[src/rtl/gate_activation_pkg.sv]
// Shared definitions for the LSTM gate pipeline: Q-format sizing, FSM states,
// activation selectors and ONE/HALF helpers also used by the cell-state stage.
package gate_activation_pkg;

  localparam int DEF_NROW = 16;
  localparam int DEF_QN   = 6;
  localparam int DEF_QM   = 11;

  localparam int ACT_SIGMOID = 0;
  localparam int ACT_TANH    = 1;

  typedef enum logic [1:0] {
    ST_IDLE = 2'd0,
    ST_PROC = 2'd1,
    ST_DONE = 2'd2
  } gateState_t;

  function automatic int calcBitwidth(input int qn, input int qm);
    return qn + qm + 1;
  endfunction

  function automatic int qOne(input int qm);
    return 1 << qm;
  endfunction

  function automatic int qHalf(input int qm);
    return 1 << (qm - 1);
  endfunction

endpackage

[src/rtl/gate_activation_if.sv]
// Vector handshake between the dot-product unit (master) and the activation
// stage (slave), plus the activation stage's status flags.
interface gate_activation_if
  import gate_activation_pkg::*;
#(
  parameter int NROW     = DEF_NROW,
  parameter int BITWIDTH = calcBitwidth(DEF_QN, DEF_QM)
);

  logic                     dataReady;
  logic [BITWIDTH*NROW-1:0] inputVector;
  logic [BITWIDTH*NROW-1:0] biasVector;
  logic [BITWIDTH*NROW-1:0] outputVector;
  logic                     outValid;
  logic                     busy;
  logic                     overrun;

  modport master (
    output dataReady, inputVector, biasVector,
    input  outputVector, outValid, busy, overrun
  );

  modport slave (
    input  dataReady, inputVector, biasVector,
    output outputVector, outValid, busy, overrun
  );

endinterface

[src/rtl/gate_activation_pwl_act.sv]
// Combinational single-element stage: saturating bias add followed by a
// piecewise-linear hard sigmoid or hard tanh selected by ACT_TYPE.
module pwl_act
  import gate_activation_pkg::*;
#(
  parameter int  QN       = DEF_QN,
  parameter int  QM       = DEF_QM,
  parameter int  ACT_TYPE = ACT_SIGMOID,
  localparam int BITWIDTH = calcBitwidth(QN, QM)
) (
  input  logic signed [BITWIDTH-1:0] i_x,
  input  logic signed [BITWIDTH-1:0] i_b,
  output logic signed [BITWIDTH-1:0] o_y
);

  localparam int SAT_MAX = (1 << (BITWIDTH - 1)) - 1;
  localparam int SAT_MIN = -(1 << (BITWIDTH - 1));
  localparam int ONE_I   = qOne(QM);
  localparam int NEG_ONE = -ONE_I;
  localparam int HALF_I  = qHalf(QM);

  localparam logic [BITWIDTH:0] HALF_V = HALF_I[BITWIDTH:0];

  logic signed [BITWIDTH:0]   w_sum;
  logic signed [BITWIDTH-1:0] w_sat;
  logic signed [BITWIDTH:0]   w_pre;

  // One extra bit keeps the raw sum exact before clamping back to BITWIDTH.
  assign w_sum = {i_x[BITWIDTH-1], i_x} + {i_b[BITWIDTH-1], i_b};

  always_comb begin
    w_sat = w_sum[BITWIDTH-1:0];
    if (w_sum > SAT_MAX) begin
      w_sat = SAT_MAX[BITWIDTH-1:0];
    end else if (w_sum < SAT_MIN) begin
      w_sat = SAT_MIN[BITWIDTH-1:0];
    end
  end

  if (ACT_TYPE == ACT_TANH) begin : g_tanh
    assign w_pre = {w_sat[BITWIDTH-1], w_sat};

    always_comb begin
      o_y = w_pre[BITWIDTH-1:0];
      if (w_pre > ONE_I) begin
        o_y = ONE_I[BITWIDTH-1:0];
      end else if (w_pre < NEG_ONE) begin
        o_y = NEG_ONE[BITWIDTH-1:0];
      end
    end
  end else begin : g_sigmoid
    logic signed [BITWIDTH-1:0] w_shift;

    // Slope of 1/4 via arithmetic shift, so negative inputs round toward -inf.
    assign w_shift = w_sat >>> 2;
    assign w_pre   = {w_shift[BITWIDTH-1], w_shift} + HALF_V;

    always_comb begin
      o_y = w_pre[BITWIDTH-1:0];
      if (w_pre > ONE_I) begin
        o_y = ONE_I[BITWIDTH-1:0];
      end else if (w_pre < 0) begin
        o_y = '0;
      end
    end
  end

endmodule

[src/rtl/gate_activation.sv]
// Gate activation stage: captures a dot-product vector, activates it one element
// per cycle and pulses outValid. Optional per-row bias add under GATE_ACT_BIAS_EN.
module gate_activation
  import gate_activation_pkg::*;
#(
  parameter int NROW     = DEF_NROW,
  parameter int QN       = DEF_QN,
  parameter int QM       = DEF_QM,
  parameter int ACT_TYPE = ACT_SIGMOID
) (
  input logic              clk,
  input logic              reset,
  gate_activation_if.slave bus
);

  localparam int BITWIDTH = calcBitwidth(QN, QM);
  localparam int VW       = BITWIDTH * NROW;
  localparam int IDXW     = (NROW > 1) ? $clog2(NROW) : 1;
  localparam logic [IDXW-1:0] LAST_IDX = IDXW'(NROW - 1);

  gateState_t        r_state;
  logic [IDXW-1:0]   r_idx;
  logic [VW-1:0]     r_xVec;
  logic [VW-1:0]     r_outVec;
  logic              r_outValid;
  logic              r_busy;
  logic              r_overrun;

  logic [BITWIDTH-1:0] w_x;
  logic [BITWIDTH-1:0] w_b;
  logic [BITWIDTH-1:0] w_y;
  logic                w_capture;

  assign w_x       = r_xVec[r_idx*BITWIDTH +: BITWIDTH];
  assign w_capture = bus.dataReady && (r_state != ST_PROC);

`ifdef GATE_ACT_BIAS_EN
  logic [VW-1:0] r_bVec;

  always_ff @(posedge clk) begin
    if (!reset) begin
      r_bVec <= '0;
    end else if (w_capture) begin
      r_bVec <= bus.biasVector;
    end
  end

  assign w_b = r_bVec[r_idx*BITWIDTH +: BITWIDTH];
`else
  assign w_b = '0;
`endif

  pwl_act #(
    .QN       (QN),
    .QM       (QM),
    .ACT_TYPE (ACT_TYPE)
  ) u_pwlAct (
    .i_x (w_x),
    .i_b (w_b),
    .o_y (w_y)
  );

  // A dataReady in PROC is dropped (never re-captured) and only flags overrun.
  always_ff @(posedge clk) begin
    if (!reset) begin
      r_state    <= ST_IDLE;
      r_idx      <= '0;
      r_xVec     <= '0;
      r_outVec   <= '0;
      r_outValid <= 1'b0;
      r_busy     <= 1'b0;
      r_overrun  <= 1'b0;
    end else begin
      r_outValid <= 1'b0;
      if (w_capture) begin
        r_xVec <= bus.inputVector;
        r_idx  <= '0;
      end
      case (r_state)
        ST_IDLE: begin
          if (bus.dataReady) begin
            r_state <= ST_PROC;
            r_busy  <= 1'b1;
          end
        end
        ST_PROC: begin
          r_outVec[r_idx*BITWIDTH +: BITWIDTH] <= w_y;
          if (bus.dataReady) begin
            r_overrun <= 1'b1;
          end
          if (r_idx == LAST_IDX) begin
            r_state    <= ST_DONE;
            r_outValid <= 1'b1;
          end else begin
            r_idx <= r_idx + 1'b1;
          end
        end
        ST_DONE: begin
          if (bus.dataReady) begin
            r_state <= ST_PROC;
          end else begin
            r_state <= ST_IDLE;
            r_busy  <= 1'b0;
          end
        end
        default: begin
          r_state <= ST_IDLE;
          r_busy  <= 1'b0;
        end
      endcase
    end
  end

  assign bus.outputVector = r_outVec;
  assign bus.outValid     = r_outValid;
  assign bus.busy         = r_busy;
  assign bus.overrun      = r_overrun;

endmodule

[src/flat_wrapper.sv]
// flat-port wrapper written by rule: the top's interface ports become plain ports
module gate_activation_flat import gate_activation_pkg::*;
#(
  parameter int NROW     = DEF_NROW,
  parameter int QN       = DEF_QN,
  parameter int QM       = DEF_QM,
  parameter int ACT_TYPE = ACT_SIGMOID
)
  (clk, reset, bus_dataReady, bus_inputVector, bus_biasVector, bus_outputVector, bus_outValid, bus_busy, bus_overrun);
  gate_activation_if #(.NROW(NROW)) bus_i ();
  input logic clk;
  input logic reset;
  input wire logic [$bits(bus_i.dataReady)-1:0] bus_dataReady;
  input wire logic [$bits(bus_i.inputVector)-1:0] bus_inputVector;
  input wire logic [$bits(bus_i.biasVector)-1:0] bus_biasVector;
  output wire logic [$bits(bus_i.outputVector)-1:0] bus_outputVector;
  output wire logic [$bits(bus_i.outValid)-1:0] bus_outValid;
  output wire logic [$bits(bus_i.busy)-1:0] bus_busy;
  output wire logic [$bits(bus_i.overrun)-1:0] bus_overrun;
  assign bus_i.dataReady = bus_dataReady;
  assign bus_i.inputVector = bus_inputVector;
  assign bus_i.biasVector = bus_biasVector;
  assign bus_outputVector = bus_i.outputVector;
  assign bus_outValid = bus_i.outValid;
  assign bus_busy = bus_i.busy;
  assign bus_overrun = bus_i.overrun;
  gate_activation #(.NROW(NROW), .QN(QN), .QM(QM), .ACT_TYPE(ACT_TYPE)) u_core (.clk(clk), .reset(reset), .bus(bus_i));
endmodule
[config.mk]
export PLATFORM = sky130hd
export DESIGN_NAME = gate_activation_flat
export DESIGN_NICKNAME = d
export VERILOG_FILES = /design/src/rtl/gate_activation_pkg.sv /design/src/rtl/gate_activation_if.sv /design/src/rtl/gate_activation_pwl_act.sv /design/src/rtl/gate_activation.sv /design/src/flat_wrapper.sv
export SDC_FILE = /design/constraint.sdc
export NUM_CORES = 1
export LEC_CHECK = 0
export ABC_AREA = 1
export BUFFER_PORTS_ARGS = -buffer_cell sky130_fd_sc_hd__buf_2
export CORE_AREA = 5 5 332 334
export DETAILED_ROUTE_END_ITERATION = 10
export DIE_AREA = 0 0 337 339
export HOLD_SLACK_MARGIN = 0.02
export PLACE_DENSITY = 0.52
export SYNTH_ARGS = -nofsm -noshare
export SYNTH_HDL_FRONTEND = slang
export SYNTH_SLANG_ARGS = --single-unit
[constraint.sdc]
create_clock -name clk -period 10.6 [get_ports clk]
set_clock_uncertainty 0.15 [all_clocks]
set_input_delay 2.65 -clock clk [delete_from_list [all_inputs] [get_ports clk]]
set_output_delay 2.65 -clock clk [all_outputs]
set_load 0.05 [all_outputs]
==> run summary <==
run status - finished, final reports clean
cell leakage power - 14.4 nW
Hold-fix buffers, CTS - 0
fill count - 11,803
Cells after Synth - 3,764
post-route minimum period - 6400 ps
Final Hold Viols - 0
Worst-Margin Slew - 1010 ps
yosys warns - 0
register area share after synthesis - 43.5%
nature of the critical path endpoint - flop
TritonRoute pass-1 iters - 8
final setup violation count - 0
Final #Nets - 4,760
Critical Path RT - 11,000 ps
clk_lat worst skew - 640 ps
Post-Syn Area - 25,500 µm²
CTS tree - built
Die Ht - 339 µm
hold slack final - 300 ps
share of layout cells above drive strength 1 - 17.6%
largest net degree at the start of global routing - 226
port bufs - 549
buffers and inverters on the worst path - 9
Worst path slowest cell - nor2_1
clock sinks - 553
Hold Path Class - reg -> reg
most common cell after layout, fill and taps aside - nand2_1
most frequent cells in the layout - nand2_1 (620), nor2_1 (576), dfxtp_1 (550), buf_2 (548), o21ai_0 (547)
synthesis-stage register bit count - 553
Synth Flop Type - dfxtp_1
Post-synth EDFFs - 0
CP arrival - 6790 ps
Rows - 120
Cell variety after synth - 45
antenna-violating nets left - 0
full die area - 114,000 µm²
DR iter-0 viols - 2,292
setup bufs post-CTS - 0
Crit path max-delay family - buffers and inverters
Reg area - 11,100 µm²
die width - 337 µm
routability cong. - 0.916
RSZ-0062 raised after global routing - no
first-pass GRT wire length - 165,000 µm
Root Buffer Master - clkbuf_16
gr usage total - 19.1%
DRC - 0
clk buf depth - 3
Multi-input gate area - 12,000 µm²
number of gates resized after cts - 0
setup TNS - 0 ps
Setup CP Type - reg -> reg
final wirelength - 115,000 µm
VDD IR-drop max - 95.8 µV
IO Count - 870
initial antenna violation count - 15
clock buffer count from CTS - 70
CP Cell Sequence - buf_4, ha_1, ha_1, xor2_1, nor2_1, buf_4, ha_1, buf_4, inv_1, nor2_1, inv_1, nor2_1, nand2_1, buf_4, nor2_1, inv_1, nor2_1, inv_1, o21ai_0, inv_1, a21oi_1, nand2_1, a21oi_1
DP Wirelength - 82,500 µm
Avg Vias per Cell - 4.74
vias in the first global route - 24,961
maximum clock rate - 0.156 GHz
H-tree Lvls - 3
DR WL/cell - 20.4 µm
max_slew headroom - 32.5%
GRT overflow - 0
crit path launch type - flop
Net Count, Synth - 4,351
Starting Density - 23.9%
Final Cycle Share - 60.3%
clock-pin slew on the worst setup and hold paths - 60 ps
syn avg cell area - 6.77 µm²
Final Max Slew Viols - 0
Max-Cap Viols - 0
area grow syn2layout - 24.5%
Core Region - 107,000 µm²
Power per Cell Area - 178 nW/µm²
Async SR Flop Fraction - 0%
Slowest Stage Delay on Critical Path - 840 ps
CP Max Fanout - 48
via count - 26,690
-- registers in the layout, summed over array words and instances (netlist names) --
name,count
u_core.bus.outValid,1
u_core.r_idx,4
u_core.r_xVec,256
u_core.bus.outputVector,288
u_core.bus.busy,1
u_core.bus.overrun,1
u_core.r_state,2
-- power by group --
group / total (mW) / switching [mW] / internal [mW]
clock: 2.54 / 1.01 / 1.53
combinational: 0.898 / 0.682 / 0.215
sequential: 2.21 / 0.0387 / 2.17
-- worst reg2reg max path, stage by stage (launching register included) --
cell and delay [ps]:
dfxtp_4 580, buf_4 620, ha_1 370, ha_1 160
xor2_1 330, nor2_1 90, buf_4 210, ha_1 300
buf_4 280, inv_1 430, nor2_1 850, inv_1 180
nor2_1 170, nand2_1 60, buf_4 320, nor2_1 280
inv_1 130, nor2_1 140, inv_1 90, o21ai_0 140
inv_1 130, a21oi_1 140, nand2_1 70, a21oi_1 110
-- stage by stage --
stage               power [mW]  instance area (µm²)  setup slack (ps)  utilization, %  cells
floorplan                 2.80                25500              6740               -   3764
global placement          3.13                29300              4420            27.5   5504
detailed placement        3.14                29300              4320            27.5   5504
CTS                       5.70                31700              4260            29.7   5630
global route              5.88                31700              3770            29.7   5631
finish                    5.64                31700              4200            29.7   5632
-- cells by family (layout without fill, tap and decap cells) --
logic type | Yosys count | after routing | share of synthesized area [%]
AO/OA/AOI/OAI | 1056 | 1056 | 21.8
XOR/XNOR | 3 | 3 | 0.103
adder cells (fa/ha/maj) | 8 | 8 | 0.393
buffers and inverters | 608 | 1071 | 9.42
flip-flops | 553 | 553 | 43.5
other | 0 | 2 | 0
AND/OR/NAND/NOR | 1536 | 1536 | 24.9
-- cell type report --
| type | instances | area share, % |
|---|---|---|
| antenna | 2 | 0.0158 |
| clock buffer | 96 | 6.31 |
| clock inverter | 30 | 1.37 |
| inverter | 364 | 4.34 |
| multi-input combinational | 2603 | 37.9 |
| sequential | 553 | 34.9 |
| tap | 1403 | 5.54 |
| timing repair buffer | 581 | 9.57 |
-- routing by layer --
layer  wire length (µm)  GRT usage (%)  vias up
li1                   -              -    13179
met1              52000           26.3    12283
met2              47800           28.1     1002
met3              10400           5.41      202
met4               4370           7.47       24
met5                171              0        -
-- cells in the mapped netlist (all sizes together), types with 20 or more instances --
master | number | area, µm²
dfxtp | 553 | 11100
o211ai | 31 | 233
a21oi | 389 | 1970
o21ai | 565 | 2850
nand2 | 630 | 2390
inv | 359 | 1350
o22ai | 21 | 131
nor2 | 586 | 2230
clkbuf | 171 | 642
o21a | 20 | 150
buf | 73 | 390
nand4 | 47 | 294
nand3 | 244 | 1230
-- path summary, 6_finish.rpt --
| path | from | to | slack (ps) | cells past startpoint |
|---|---|---|---|---|
| setup / recovery | u_core.r_idx[1] | u_core.bus.outputVector[136] | 4200 | 23 |
| hold reg to reg | u_core.r_xVec[49] | u_core.r_xVec[49] | 300 | 2 |
| setup reg to reg | u_core.r_idx[1] | u_core.bus.outputVector[136] | 4200 | 23 |
| hold / removal | u_core.r_xVec[49] | u_core.r_xVec[49] | 300 | 2 |
Power figures use the tool's default switching activity.
